**src/rtl/tile_loader_pkg.sv**
```systemverilog
// Shared constants and types for the tile loader: command codes, grid size, FSM states.
package tile_pkg;

  localparam logic [7:0] CMD_SET_ADDR = 8'h80;
  localparam logic [7:0] CMD_WRITE    = 8'h81;
  localparam logic [7:0] CMD_FILL     = 8'h82;

  // 20x15 tile grid
  localparam int CELLS_DEFAULT  = 300;
  localparam int ADDR_W_DEFAULT = 9;

  typedef enum logic [2:0] {
    IDLE,
    ADDR_HI,
    ADDR_LO,
    COUNT,
    DATA,
    FILL
  } state_t;

endpackage

```
**src/rtl/tile_loader_if.sv**
```systemverilog
// Byte stream in, tile RAM write port and status out.
// The master side feeds command bytes; the slave side is the loader.
interface tile_loader_if #(
  parameter int ADDR_W = tile_pkg::ADDR_W_DEFAULT
);

  logic [7:0]        in_data;
  logic              in_valid;
  logic              in_ready;
  logic              we;
  logic [ADDR_W-1:0] addr;
  logic [7:0]        wdata;
  logic              busy;
  logic              err;

  modport master (
    output in_data, in_valid,
    input  in_ready, we, addr, wdata, busy, err
  );

  modport slave (
    input  in_data, in_valid,
    output in_ready, we, addr, wdata, busy, err
  );

endinterface

```
**src/rtl/tile_loader.sv**
```systemverilog
// Tile loader: decodes a byte command stream (SET_ADDR / WRITE / FILL) into
// registered tile RAM writes. One write per cycle, one cycle after the byte
// that causes it. FILL blocks the input stream until every cell is written.
module tile_loader
  import tile_pkg::*;
#(
  parameter int CELLS  = CELLS_DEFAULT,
  parameter int ADDR_W = ADDR_W_DEFAULT
) (
  input  logic         clk,
  input  logic         reset_n,
  tile_loader_if.slave bus
);

  localparam logic [ADDR_W-1:0] LAST_CELL = ADDR_W'(CELLS - 1);

  state_t            state, state_next;
  logic              is_fill, is_fill_next;
  logic [7:0]        addr_hi, addr_hi_next;
  logic [ADDR_W-1:0] ptr, ptr_next;
  logic [8:0]        count, count_next;
  logic [7:0]        colour, colour_next;
  logic              fill_done, fill_done_next;
  logic              we_q, we_next;
  logic [ADDR_W-1:0] addr_q, addr_next;
  logic [7:0]        wdata_q, wdata_next;
  logic              err_q, err_next;

  logic              in_ready_int;
  logic              accept;
  logic [15:0]       addr_word;
  logic [ADDR_W-1:0] ptr_inc;

  // Input is only stalled while FILL is sweeping the grid.
  assign in_ready_int = (state != FILL);
  assign accept       = bus.in_valid & in_ready_int;
  assign addr_word    = {addr_hi, bus.in_data};
  assign ptr_inc      = (ptr == LAST_CELL) ? '0 : ptr + ADDR_W'(1);

  assign bus.in_ready = in_ready_int;
  assign bus.busy     = (state != IDLE);
  assign bus.we       = we_q;
  assign bus.addr     = addr_q;
  assign bus.wdata    = wdata_q;
  assign bus.err      = err_q;

  // Next-state and next-register logic; the write strobe and error are
  // single-cycle pulses, while addr/wdata hold until the next write.
  always_comb begin
    state_next     = state;
    is_fill_next   = is_fill;
    addr_hi_next   = addr_hi;
    ptr_next       = ptr;
    count_next     = count;
    colour_next    = colour;
    fill_done_next = fill_done;
    we_next        = 1'b0;
    addr_next      = addr_q;
    wdata_next     = wdata_q;
    err_next       = 1'b0;

    case (state)
      IDLE: begin
        if (accept) begin
          case (bus.in_data)
            CMD_SET_ADDR: state_next = ADDR_HI;
            CMD_WRITE: begin
              is_fill_next = 1'b0;
              state_next   = COUNT;
            end
            CMD_FILL: begin
              is_fill_next = 1'b1;
              state_next   = COUNT;
            end
            default: err_next = 1'b1;
          endcase
        end
      end

      ADDR_HI: begin
        if (accept) begin
          addr_hi_next = bus.in_data;
          state_next   = ADDR_LO;
        end
      end

      ADDR_LO: begin
        if (accept) begin
          // An address outside the grid parks the pointer at cell 0.
          if (32'(addr_word) >= CELLS) begin
            ptr_next = '0;
            err_next = 1'b1;
          end else begin
            ptr_next = addr_word[ADDR_W-1:0];
          end
          state_next = IDLE;
        end
      end

      COUNT: begin
        if (accept) begin
          if (is_fill) begin
            colour_next    = bus.in_data;
            ptr_next       = '0;
            fill_done_next = 1'b0;
            state_next     = FILL;
          end else begin
            // A count byte of zero stands for a full 256-byte burst.
            count_next = (bus.in_data == 8'd0) ? 9'd256 : {1'b0, bus.in_data};
            state_next = DATA;
          end
        end
      end

      DATA: begin
        if (accept) begin
          we_next    = 1'b1;
          addr_next  = ptr;
          wdata_next = bus.in_data;
          ptr_next   = ptr_inc;
          count_next = count - 9'd1;
          if (count == 9'd1) begin
            state_next = IDLE;
          end
        end
      end

      FILL: begin
        // After the last cell we linger one cycle so in_ready stays low
        // for every fill write, including the final one.
        if (fill_done) begin
          fill_done_next = 1'b0;
          state_next     = IDLE;
        end else begin
          we_next    = 1'b1;
          addr_next  = ptr;
          wdata_next = colour;
          ptr_next   = ptr_inc;
          if (ptr == LAST_CELL) begin
            fill_done_next = 1'b1;
          end
        end
      end

      default: state_next = IDLE;
    endcase
  end

  // State and datapath registers; reset aborts any burst or fill at once.
  always_ff @(posedge clk) begin
    if (!reset_n) begin
      state     <= IDLE;
      is_fill   <= 1'b0;
      addr_hi   <= '0;
      ptr       <= '0;
      count     <= '0;
      colour    <= '0;
      fill_done <= 1'b0;
      we_q      <= 1'b0;
      addr_q    <= '0;
      wdata_q   <= '0;
      err_q     <= 1'b0;
    end else begin
      state     <= state_next;
      is_fill   <= is_fill_next;
      addr_hi   <= addr_hi_next;
      ptr       <= ptr_next;
      count     <= count_next;
      colour    <= colour_next;
      fill_done <= fill_done_next;
      we_q      <= we_next;
      addr_q    <= addr_next;
      wdata_q   <= wdata_next;
      err_q     <= err_next;
    end
  end

endmodule

```
**src/flat_wrapper.sv**
```systemverilog
// flat-port wrapper written by rule: the top's interface ports become plain ports
module tile_loader_flat import tile_pkg::*;
#(
  parameter int CELLS  = CELLS_DEFAULT,
  parameter int ADDR_W = ADDR_W_DEFAULT
)
  (clk, reset_n, bus_in_data, bus_in_valid, bus_in_ready, bus_we, bus_addr, bus_wdata, bus_busy, bus_err);
  tile_loader_if #(.ADDR_W(ADDR_W)) bus_i ();
  input  logic clk;
  input  logic reset_n;
  input wire logic [$bits(bus_i.in_data)-1:0] bus_in_data;
  input wire logic [$bits(bus_i.in_valid)-1:0] bus_in_valid;
  output wire logic [$bits(bus_i.in_ready)-1:0] bus_in_ready;
  output wire logic [$bits(bus_i.we)-1:0] bus_we;
  output wire logic [$bits(bus_i.addr)-1:0] bus_addr;
  output wire logic [$bits(bus_i.wdata)-1:0] bus_wdata;
  output wire logic [$bits(bus_i.busy)-1:0] bus_busy;
  output wire logic [$bits(bus_i.err)-1:0] bus_err;
  assign bus_i.in_data = bus_in_data;
  assign bus_i.in_valid = bus_in_valid;
  assign bus_in_ready = bus_i.in_ready;
  assign bus_we = bus_i.we;
  assign bus_addr = bus_i.addr;
  assign bus_wdata = bus_i.wdata;
  assign bus_busy = bus_i.busy;
  assign bus_err = bus_i.err;
  tile_loader #(.CELLS(CELLS), .ADDR_W(ADDR_W)) u_core (.clk(clk), .reset_n(reset_n), .bus(bus_i));
endmodule
```
**config.mk**
```make
export PLATFORM = sky130hd
export DESIGN_NAME = tile_loader_flat
export DESIGN_NICKNAME = d
export VERILOG_FILES = /design/src/rtl/tile_loader_pkg.sv /design/src/rtl/tile_loader_if.sv /design/src/rtl/tile_loader.sv /design/src/flat_wrapper.sv
export SDC_FILE = /design/constraint.sdc
export NUM_CORES = 1
export LEC_CHECK = 0
export BUFFER_PORTS_ARGS = -buffer_cell sky130_fd_sc_hd__buf_2
export CAP_MARGIN = 20
export CORE_MARGIN = 3
export CORE_UTILIZATION = 62
export DETAILED_ROUTE_END_ITERATION = 6
export PLACE_DENSITY = 0.84
export SETUP_SLACK_MARGIN = 0.5
export SLEW_MARGIN = 40
export SYNTH_ARGS = -nofsm -noshare
export SYNTH_HDL_FRONTEND = slang
export SYNTH_SLANG_ARGS = --single-unit
```
**constraint.sdc**
```tcl
create_clock -name clk -period 5.4 [get_ports clk]
set_clock_uncertainty 0.15 [all_clocks]
set_input_delay 0.54 -clock clk [delete_from_list [all_inputs] [get_ports clk]]
set_output_delay 0.54 -clock clk [all_outputs]
set_load 0.05 [all_outputs]
```
==> results.yml <==
outcome:
  status: "finished, final reports clean"
routing:
  firstDrtPassIters: 6
  viasPerCell: 6.46
  drcViolationCount: 0
  antenna_left: 0
  wl_microns: 7460
  first_iter_violations: 432
  avgRoutedWirePerCell_microns: 17.4
  vias: 2767
critical_path:
  rrSetupSlack_ns: 2.87
  critPathArrivalTime_ns: 2.10
  path_cells: "nor2b_2, nand2_1, buf_2"
  worstSetupPathType: "reg -> out"
  r2r-end: "u_core.ptr[3]"
  startpoint_type: "flop"
  r2r_start: "u_core.state[0]"
  cp.required_ns: 4.71
  end_kind: "output port"
  cp_slowest_cell: "dfxtp_1"
  crit_path_max_fanout: 15
  ff2ff_path_depth: 6
  cpPeakStageDelay_ns: 0.57
floorplan:
  ios: 32
  die_h_microns: 74.2
  initial_core_util_pct: 65.4
  dieArea_sq_um: 5510
  rows: 24
  die_w_microns: 74.2
  core_area_sq_um: 4410
logic_synthesis:
  synth-simple-area-share_pct: 25.1
  synth-adder-area-share_pct: 1.30
  ys_ff_latch: 58
  synthFlopType: "dfxtp_1"
  synth_xor_xnor_area_share_pct: 1.21
  synthesis.nets: 366
  yosysWarnings: 0
  synth_cells: 352
  synthMuxAreaShare_pct: 9.02
  synth-edff-count: 0
  synth_compound_area_share_pct: 18.5
  synth_top_family_by_area: "simple AND/OR/NAND/NOR gates"
  syn_area_per_cell_sq_um: 8.20
  netlist_area_sq_um: 2890
  synthDistinctLibCells: 55
  ys_async_sr_fraction_pct: 0
  ys_seq_area_share_pct: 40.2
clock_tree:
  cts_htree_levels: 3
  cts_setup_buffers: 0
  cts-root-buf: "clkbuf_8"
  clock_sinks: 58
  cts_tree: "done"
  clock_path_buffers: 2
  ctsResizeCount: 0
  cts_buffers: 9
  postCtsHoldBufs: 0
  path_clk_slew_ns: 0.07
  clk_latency_ns: 0.34
global_route:
  antenna_found_initial: 0
  first_global_vias: 2485
  overflow: 0
  grt_use_total_pct: 29.3
  grt_max_degree: 31
  grt_pass1_wl_microns: 12200
timing:
  rsz0062_at_grt: "no"
  relSlewSlack_pct: 48.8
  hold_viol: 0
  worst_pin_slew_ns: 0.763
  max_freq_mhz: 359
  period_share_pct: 51.6
  finalSetupViolCount: 0
  finalCriticalPeriod_ns: 2.79
  final.setup.tns_ns: 0
  maxSlewViolCount: 0
job:
  drv_cap: 0
worst_hold_path:
  hp-class: "reg -> reg"
  hold_depth: 2
  min_to: "u_core.bus.wdata[7]"
  worstHoldStart: "u_core.colour[7]"
finish:
  fillers: 323
  antennaDiodeCount: 0
  layout-drive-gt1-share_pct: 14.6
  syn2layout_area_growth_pct: 13.1
  seq_area_sq_um: 1160
  multi_input_area_sq_um: 1600
  layout.nets: 386
  utilization_pct: 74.0
placement:
  hpwlAfterDp_microns: 4870
  place.gp.congestion: 0.890
  io_buffers: 31
power_and_ir_drop:
  power.static_leakage_nw: 1.24
  vdd_drop_max_mv: 0.189
  power_density_nw_per_um2: 283
==> synth_stat cells (all sizes together), types with 2 or more instances <==
cell type,n,share of area (%)
or2,2,0.43
nand3,19,3.3
xnor2,2,0.61
a311oi,8,2.4
buf,4,0.61
or3,2,0.43
o31ai,2,0.52
nor3,8,1.6
o41ai,2,0.61
nor2b,4,0.87
nand2b,6,1.3
a31oi,5,1.1
nor4,5,1.3
o21ai,20,3.5
o211ai,2,0.52
xor2,2,0.61
nor2,52,6.8
or4,5,1.4
and3,4,0.87
inv,10,1.3
nand2,24,3.1
dfxtp,58,40
o22ai,4,0.87
and2,2,0.43
mux2i,26,9.0
clkbuf,21,2.7
nor3b,4,1.0
o21a,2,0.52
ha,3,1.3
a2bb2oi,4,1.2
a211oi,2,0.52
a21oi,21,3.6
==> how the worst max path moves through the flow <==
stage,from,end,slack [ns],depth (start not counted)
5_1_grt,u_core.state[2],bus_in_ready,2.47,3
3_5_place_dp,u_core.state[2],bus_in_ready,2.76,3
4_1_cts,u_core.state[2],bus_in_ready,2.37,3
3_3_place_gp,u_core.state[2],bus_in_ready,2.83,3
6_report,u_core.state[2],bus_in_ready,2.61,3
2_1_floorplan,bus_in_data[5],u_core.state[1],3.18,6
==> stage by stage <==
stage,power (mW),instances,cell area (sq um),hold WS [ns],setup slack [ns]
6_report,0.924,428,3270,0.347,2.61
5_1_grt,0.948,428,3270,0.371,2.47
4_1_cts,0.924,428,3260,0.349,2.37
3_5_place_dp,0.476,413,3040,0.332,2.76
3_3_place_gp,0.475,413,3040,0.316,2.83
2_1_floorplan,0.462,352,2890,0.301,3.18
==> area by class of cell <==
cell class                 instances  share of cell area [%]
tap                               52                    1.99
clock inverter                     4                    2.30
sequential                        58                    35.6
clock buffer                      11                    4.64
timing repair buffer              34                    5.44
multi-input combinational        259                    48.9
inverter                          10                    1.15
==> cell usage in the layout (no fill, tap or decap), types with 3 or more instances in the layout <==
cell        n
dfxtp_1    58
nor2_1     51
buf_2      31
mux2i_1    26
nand2_1    24
a21oi_1    20
nand3_1    19
o21ai_0    13
clkbuf_8   11
inv_1      10
a311oi_1    8
nor3_1      7
o21ai_1     7
nand2b_1    6
a31oi_1     5
nor4_1      4
and3_1      4
o22ai_1     4
or4_1       4
nor3b_1     4
a2bb2oi_1   4
nor2b_1     3
ha_1        3
buf_4       3
==> sequential cells by signal, summed over array words and instances, names as in the netlist <==
register,cells
u_core.bus.err,1
u_core.bus.we,1
u_core.count,9
u_core.fill_done,1
u_core.addr_hi,8
u_core.bus.wdata,8
u_core.colour,8
u_core.ptr,9
u_core.state,3
u_core.bus.addr,9
u_core.is_fill,1
==> critical path, delay by kind of cell, from the launching register on <==
kind | cells | cell delay (ns)
AND/OR/NAND/NOR | 2 | 0.84
buffers and inverters | 1 | 0.33
flip-flops | 1 | 0.57
==> power by group <==
part	switching [mW]	internal, mW
combinational	0.0278	0.00995
clock	0.175	0.282
sequential	0.00112	0.429
==> layer usage <==
metal	global-route usage [%]	wire, microns	vias up
met5	0	0	-
met4	14.6	226	0
met3	7.57	620	28
met2	42.9	3470	149
met1	40.2	3150	1277
li1	-	-	1313
==> cells by family (layout without fill, tap and decap cells) <==
logic type                 after synthesis  in the layout
muxes                                   26             26
DFF                                     58             58
adders and majority gates                3              3
AOI/OAI and AO/OA                       82             82
and+or+nand+nor                        144            144
buffers and inverters                   35             59
xor gates and xnor gates                 4              4
No activity file was read; power rests on OpenSTA's default activity.
